==> config.mk <==
export PLATFORM = sky130hd
export DESIGN_NAME = wb_port_arbiter
export DESIGN_NICKNAME = d
export VERILOG_FILES = /design/src/rtl/wb_port_arbiter.sv
export SDC_FILE = /design/constraint.sdc
export NUM_CORES = 1
export LEC_CHECK = 0
export CAP_MARGIN = 20
export CORE_MARGIN = 8
export CORE_UTILIZATION = 25
export CTS_CLUSTER_DIAMETER = 120
export DETAILED_ROUTE_END_ITERATION = 8
export PLACE_DENSITY = 0.47
export RECOVER_POWER = 100
export SLEW_MARGIN = 15
export SYNTH_ARGS = -nofsm -noshare
export SYNTH_HDL_FRONTEND = slang
export SYNTH_SLANG_ARGS = --single-unit
==> constraint.sdc <==
create_clock -name i_clk -period 7.9 [get_ports i_clk]
set_clock_uncertainty 0.2 [all_clocks]
set_input_delay 0.79 -clock i_clk [delete_from_list [all_inputs] [get_ports i_clk]]
set_output_delay 0.79 -clock i_clk [all_outputs]
set_load 0.05 [all_outputs]
==> src/rtl/wb_port_arbiter.sv <==
// Register-file write-port arbiter: writeback vs. buffered long-latency completions,
// plus a pending-register scoreboard for decode hazards. Optional macro: WB_FWD_EN.
module wb_port_arbiter #(
    parameter int DEPTH = 2,
    parameter int XLEN  = 32
) (
    input  logic            i_clk,
    input  logic            i_rst,
    input  logic            p_valid,
    input  logic [4:0]      p_rd,
    input  logic [XLEN-1:0] p_data,
    output logic            p_ready,
    input  logic            l_issue_valid,
    input  logic [4:0]      l_issue_rd,
    input  logic            l_valid,
    input  logic [4:0]      l_rd,
    input  logic [XLEN-1:0] l_data,
    output logic            l_ready,
    input  logic [4:0]      id_rs1,
    input  logic [4:0]      id_rs2,
    input  logic [4:0]      id_rd,
    output logic            hazard,
`ifdef WB_FWD_EN
    output logic            fwd1_hit,
    output logic            fwd2_hit,
    output logic [XLEN-1:0] fwd1_data,
    output logic [XLEN-1:0] fwd2_data,
`endif
    output logic            rf_we,
    output logic [4:0]      rf_waddr,
    output logic [XLEN-1:0] rf_wdata,
    output logic [31:0]     pending
);

    localparam int AW = (DEPTH > 1) ? $clog2(DEPTH) : 1;
    localparam int CW = AW + 1;
    localparam logic [CW-1:0] DEPTH_C = CW'(DEPTH);

    logic [4:0]      fifo_rd_q   [DEPTH];
    logic [XLEN-1:0] fifo_data_q [DEPTH];
    logic [AW-1:0]   wr_ptr_q, rd_ptr_q;
    logic [CW-1:0]   count_q, count_d;
    logic [31:0]     pending_q, pending_d;
    logic            rf_we_q, rf_we_d;
    logic [4:0]      rf_waddr_q;
    logic [XLEN-1:0] rf_wdata_q;

    logic            full, enq, drain, grant_p;
    logic [4:0]      win_rd;
    logic [XLEN-1:0] win_data;
    logic            sb_hazard, wb_match1, wb_match2;

    // A full FIFO outranks the pipeline so completions can never be refused forever.
    always_comb begin
        full     = (count_q == DEPTH_C);
        l_ready  = !full;
        enq      = l_valid && !full;
        drain    = full || (!p_valid && count_q != '0);
        grant_p  = p_valid && !full;
        p_ready  = grant_p;
        win_rd   = drain ? fifo_rd_q[rd_ptr_q]   : p_rd;
        win_data = drain ? fifo_data_q[rd_ptr_q] : p_data;
        rf_we_d  = (drain || grant_p) && (win_rd != 5'd0);
        count_d  = count_q + CW'(enq) - CW'(drain);
    end

    // NOTE: every variable assigned in always_comb gets a default first, so no latch is inferred.
    always_comb begin
        pending_d = pending_q;
        if (drain)
            pending_d[win_rd] = 1'b0;
        if (l_issue_valid)
            pending_d[l_issue_rd] = 1'b1;
        pending_d[0] = 1'b0;
    end

    // NOTE: sequential state uses non-blocking assignments so all registers update together.
    always_ff @(posedge i_clk or negedge i_rst) begin
        if (!i_rst) begin
            wr_ptr_q   <= '0;
            rd_ptr_q   <= '0;
            count_q    <= '0;
            pending_q  <= '0;
            rf_we_q    <= 1'b0;
            rf_waddr_q <= '0;
            rf_wdata_q <= '0;
        end else begin
            count_q   <= count_d;
            pending_q <= pending_d;
            rf_we_q   <= rf_we_d;
            if (enq)
                wr_ptr_q <= wr_ptr_q + AW'(1);
            if (drain)
                rd_ptr_q <= rd_ptr_q + AW'(1);
            if (rf_we_d) begin
                rf_waddr_q <= win_rd;
                rf_wdata_q <= win_data;
            end
        end
    end

    // NOTE: the FIFO storage has no reset; count_q alone says which entries are valid.
    always_ff @(posedge i_clk) begin
        if (enq) begin
            fifo_rd_q[wr_ptr_q]   <= l_rd;
            fifo_data_q[wr_ptr_q] <= l_data;
        end
    end

    // The regfile has no write-through, so a source matching the in-flight write must see it.
    always_comb begin
        sb_hazard = pending_q[id_rs1] | pending_q[id_rs2] | pending_q[id_rd];
        wb_match1 = rf_we_q && (rf_waddr_q != 5'd0) && (rf_waddr_q == id_rs1);
        wb_match2 = rf_we_q && (rf_waddr_q != 5'd0) && (rf_waddr_q == id_rs2);
`ifdef WB_FWD_EN
        fwd1_hit  = wb_match1;
        fwd2_hit  = wb_match2;
        fwd1_data = rf_wdata_q;
        fwd2_data = rf_wdata_q;
        hazard    = sb_hazard;
`else
        hazard    = sb_hazard | wb_match1 | wb_match2;
`endif
    end

    assign rf_we    = rf_we_q;
    assign rf_waddr = rf_waddr_q;
    assign rf_wdata = rf_wdata_q;
    assign pending  = pending_q;

endmodule

; ---- After elaboration in Yosys (flattened, before gate mapping)
; Memories as Yosys holds them, arrays and structs flattened.
; Cells that the tools add are included.
; Widths: inputs -> output; s select.
[classes]
magnitude_cmp = 7
n_eq_ne = 3
n_reduce_logical = 16
muxes = 16
addsub = 4
bitwise = 7
[op_table]
columns = operator, n
row1 = $mux 32, 3
row2 = $and 32x32->32, 1
row3 = $not 32->32, 1
row4 = $or 32x32->32, 1
row5 = $lt 5x6->1 const B, 5
row6 = $bmux 1 s5, 3
row7 = $demux 1 s5, 2
row8 = $eq 5x5->1, 2
row9 = $ge 5x1->1 const B, 2
row10 = $reduce_bool 5->1, 2
row11 = $logic_and 1x1->1, 9
row12 = $mux 1, 7
row13 = $mux 5, 1
row14 = $or 1x1->1, 4
row15 = $add 1x1->1 const B, 2
row16 = $add 2x1->2, 1
row17 = $eq 2x2->1 const B, 1
row18 = $logic_not 1->1, 2
row19 = $logic_or 1x1->1, 2
row20 = $reduce_bool 2->1, 1
row21 = $sub 2x1->2, 1
[word_totals]
ff_bits = 73
n_memories = 2
inputBits = 99
output_inout_bits = 73
wordCells = 62
ramBits = 74
[mem_list]
columns = memory, depth, word_bits, rd, rd_clocked_by_memory_dff, write_ports, line_no
row1 = fifo_data_q, 2, 32, 1, 0, 1, 40  ; logic [XLEN-1:0] fifo_data_q [DEPTH];
row2 = fifo_rd_q, 2, 5, 1, 0, 1, 39  ; logic [4:0] fifo_rd_q [DEPTH];

; ---- Logic depth before layout (Yosys ltp)
[depth]
depth_word = 13
ltp_mapped = 9
ltp_nobuf = 7

; ---- Worst setup path before layout
; Ideal clock, no wire load.
[synth_timing]
path_type = input to output
from = input port id_rs1[0]
to = output port hazard
path_buffers = 2
path_stages = 7
t_required_ns = 6.910
path_slack_ns = 4.469
arrival_ns = 2.441
cell_sequence = buf_2 -> buf_2 -> mux2_2 -> o22ai_1 -> nor4b_1 -> nor4_1 -> nand4_1
[synth_via]
elab_chain_len = 6
elab_cells_between_ends = 8
cone_classes = 1 x eq/ne / 2 x mux / 4 x bitwise / 1 x reduce/logical
[synth_lines]
columns = item, line_no
row1 = "start, declared", 19  ; input logic [4:0] id_rs1,
row2 = $bmux 1 s5, 112  ; sb_hazard = pending_q[id_rs1] | pending_q[id_rs2] | pending_q[id_rd];
row3 = $mux 1 (not written as such), 112
row4 = $or 1x1->1 (2 in series), 112
row5 = $or 1x1->1 * (2 in series), 122  ; hazard = sb_hazard | wb_match1 | wb_match2;
row6 = "end, declared", 22  ; output logic hazard,
; Mark *: on every way between the ends. The rest lies on a longest branch, timed or not. The select of a mux whose other input is x is not followed.

; ---- Worst setup path in the final report
[layout_timing]
from = input port p_valid
to = register rf_wdata_q[19], in the netlist rf_wdata[19]
[layout_via]
elab_chain_len = 6
elab_cells_between_ends = 9
cone_classes = 2 x mux / 7 x reduce/logical
[layout_lines]
columns = item, line_no
row1 = "start, declared", 9  ; input logic p_valid,
row2 = $logic_not 1->1, 58  ; drain = full || (!p_valid && count_q != '0);
row3 = $logic_and 1x1->1, 58
row4 = $logic_or 1x1->1, 58
row5 = $mux 5, 61  ; win_rd = drain ? fifo_rd_q[rd_ptr_q] : p_rd;
row6 = $reduce_bool 5->1, 63  ; rf_we_d = (drain || grant_p) && (win_rd != 5'd0);
row7 = $logic_and 1x1->1, 63
row8 = "end signal, assigned", 97  ; rf_wdata_q <= win_data;
row9 = "end, declared", 46  ; logic [XLEN-1:0] rf_wdata_q;
; Several ways; a longest one is shown, not always the timed one.
; A chain may end at the register's enable or synchronous reset.

==> flow_metrics.tcl <==
set metrics [dict create \
    status "finished with violations" \
    violations "capacitance limit, slew limit" \
    yosysWarnings 0 \
    cts_tree "built" \
    powerDensity_nw_per_um2 437 \
    ys_seq_area_frac 0.562 \
    clock_latency_ns 0.42 \
    yosysUniqueCellTypes 55 \
    synth.top_cells.by_count "edfxtp_1, dfrtp_1, mux2i_1, nor2_1, a21oi_1" \
    grt_util_met1 0.165 \
    avgSynthCellArea_um2 13.2 \
    grt_pass1_vias 5641 \
    synthToLayoutAreaGrowth_pct 34.0 \
    r2r_slack_ns 2.82 \
    hp-class "reg -> reg" \
    drc 0 \
    crit_start "p_valid" \
    dp_hpwl_um 16100 \
    wl_per_cell_um 19.9 \
    io_pins 172 \
    crit_slowest_cell "mux2i_1" \
    rsz0062_at_grt "false" \
    worstPathRequired_ns 7.99 \
    synthFlopType "edfxtp_1" \
    clk_path_buf_depth 2 \
    crit_fanout 32 \
    synth.largest_area_cell "edfxtp_1" \
    vias 5305 \
    finalCriticalPeriod_ns 5.63 \
    synth.net_count 648 \
    synthesis.area_um2 7210 \
    setup_viol 0 \
    slew_violations 237 \
    grt_overflow 0 \
    rows 62 \
    netlist_instances 547 \
    ys_async_sr_fraction 0.497 \
    drt_first_pass_iters 5 \
    h-tree-depth 4 \
    finalCritPeriodShare 0.713 \
    hold_buffers 0 \
    synth_most_common_cell "edfxtp_1" \
    worst_r2r_path_depth 6 \
    dpl.cell_count 1070 \
    vias_per_cell 4.80 \
    clkTransAtPathRegs_ns 0.06 \
    coreArea_um2 28500 \
    slowest_delay_ns 1.32 \
    cts_inserted_buffers 17 \
    ant_nets 0 \
    maxCapViolCount 6 \
    use_met3 0.0424 \
    crit_chain "dlygate4sd3_1, and2_0, nor2_1, mux2i_1, a41oi_1, clkbuf_1, mux2_1" \
    crit_path_end_kind "register" \
    die_area_um2 34500 \
    cts.root.buffer_cell "clkbuf_16" \
    wirelength_um 22000 \
    critPathArrivalTime_ns 5.72 \
    fin_nets 808 \
    cts.repair.resized 0 \
    max_freq_ghz 0.178 \
    synth_area_leaders "edfxtp_1, dfrtp_1, mux2i_1" \
    p_leak_uw 0.00352 \
    die_y_um 186 \
    drtIter0Drc 330 \
    min_from "rf_wdata[20]" \
    portBuffers 170 \
    startpoint_type "input pin" \
    worst-path-buf-inv 2 \
    cts_sinks 147 \
    finalSetupTns_ns 0 \
    start_util 0.252 \
    holdPathStages 1 \
    die_w_um 186 \
    holdPathEnd "rf_wdata[20]" \
    timing.rr.start "count_q[0]" \
    grt_pass1_wl_um 33800 \
    grt_max_degree 74 \
    instances_no_fill 1105 \
    synth_edf_count 74 \
    post-cts-setup-buffer-count 0 \
    antenna_found_initial 8 \
    netlist.area_leader.share 0.308 \
    hold_violations 0 \
    grtUsageTotal 0.128 \
    r2r_end "rf_wdata[19]" \
    worst-setup-path-type "in -> reg" \
    grt.busiest_layer "met2" \
    grt_util_met2 0.204 \
    gp_congestion 0.810 \
    ir_worst_vdd_uv 175 \
    drive_above_1_share 0.103 \
    crit_family "multiplexers" \
    relSlewSlack -1.22 \
    worst_slew_pin_slew_ns 3.33 \
    synth-seq-cells 147 \
]
-- worst reg2reg max path, cell delays in order (launching register included) --
cell	delay, ns
dfrtp_1	0.43
and2_0	0.22
nor2_1	0.49
mux2i_1	1.32
a41oi_1	0.61
clkbuf_1	1.00
mux2_1	0.68
-- cell type report --
type | instances | area (um2)
Timing Repair Buffer | 176 | 1730
Fill cell | 2911 | 18900
Antenna cell | 1 | 2.50
Inverter | 6 | 22.5
Clock inverter | 14 | 121
Sequential cell | 147 | 4050
Multi-Input combinational cell | 359 | 2830
Clock buffer | 18 | 429
Tap cell | 384 | 480
-- worst max path at each step --
| stage | endpoint | cells after the start |
|---|---|---|
| 6_report | rf_wdata[19] | 7 |
| 5_1_grt | rf_wdata[26] | 7 |
| 4_1_cts | hazard | 7 |
| 3_5_place_dp | hazard | 7 |
| 3_3_place_gp | hazard | 7 |
| 2_1_floorplan | hazard | 7 |
-- power by group --
| group | switching, uW | internal, uW |
|---|---|---|
| clock network | 335 | 410 |
| registers | 257 | 1110 |
| logic | 1380 | 739 |
-- layer usage --
| metal | part of all wire | up-vias |
|---|---|---|
| li1 | - | 2438 |
| met1 | 0.44 | 2627 |
| met2 | 0.47 | 200 |
| met3 | 0.080 | 28 |
| met4 | 0.011 | 12 |
| met5 | 0.0034 | - |
-- kinds of logic (layout without fill, tap and decap cells) --
kind of cell / Yosys count / after routing / share of synthesized area
flip-flops: 147 / 147 / 0.562
AO/OA/AOI/OAI: 129 / 129 / 0.121
AND/OR/NAND/NOR: 108 / 108 / 0.0766
multiplexers: 105 / 105 / 0.192
buffers and inverters: 41 / 214 / 0.0279
XOR/XNOR: 14 / 14 / 0.0170
adder cells (fa/ha/maj): 2 / 2 / 0.00347
other: 1 / 2 / 0.000520
-- through the flow --
step                      power, uW   util  hold slack [ns]  instance area (um2)  setup slack [ns]
after CTS                      4480  0.344            0.321                 9820              3.13
after detailed placement       3720  0.325            0.294                 9270              3.14
after global routing           4470  0.338            0.308                 9660              1.90
final                          4220  0.338            0.288                 9660              2.27
after global placement         3670  0.324            0.298                 9250              3.12
after floorplan                2940      -            0.261                 7210              4.47
-- registers in the layout, summed over array words and instances (netlist names) --
register	count
rd_ptr_q	1
rf_waddr	5
fifo_rd_q	10
wr_ptr_q	1
rf_we	1
fifo_data_q	64
count_q	2
pending	31
rf_wdata	32
-- layout by cell type, fill, tap and decap left out, drive strengths merged, types with 7 or more instances in the layout --
master,count
dlygate4sd3,111
edfxtp,74
dfrtp,73
clkdlybuf4s50,58
mux2i,49
nor2,43
mux2,43
a21oi,36
o21ai,35
o41ai,31
clkbuf,23
nand2,16
xnor2,13
mux4,13
inv,12
nand3b,8
nor2b,7
o22ai,7
a2111oi,7
Note: power is estimated with default switching activity, not from simulation.
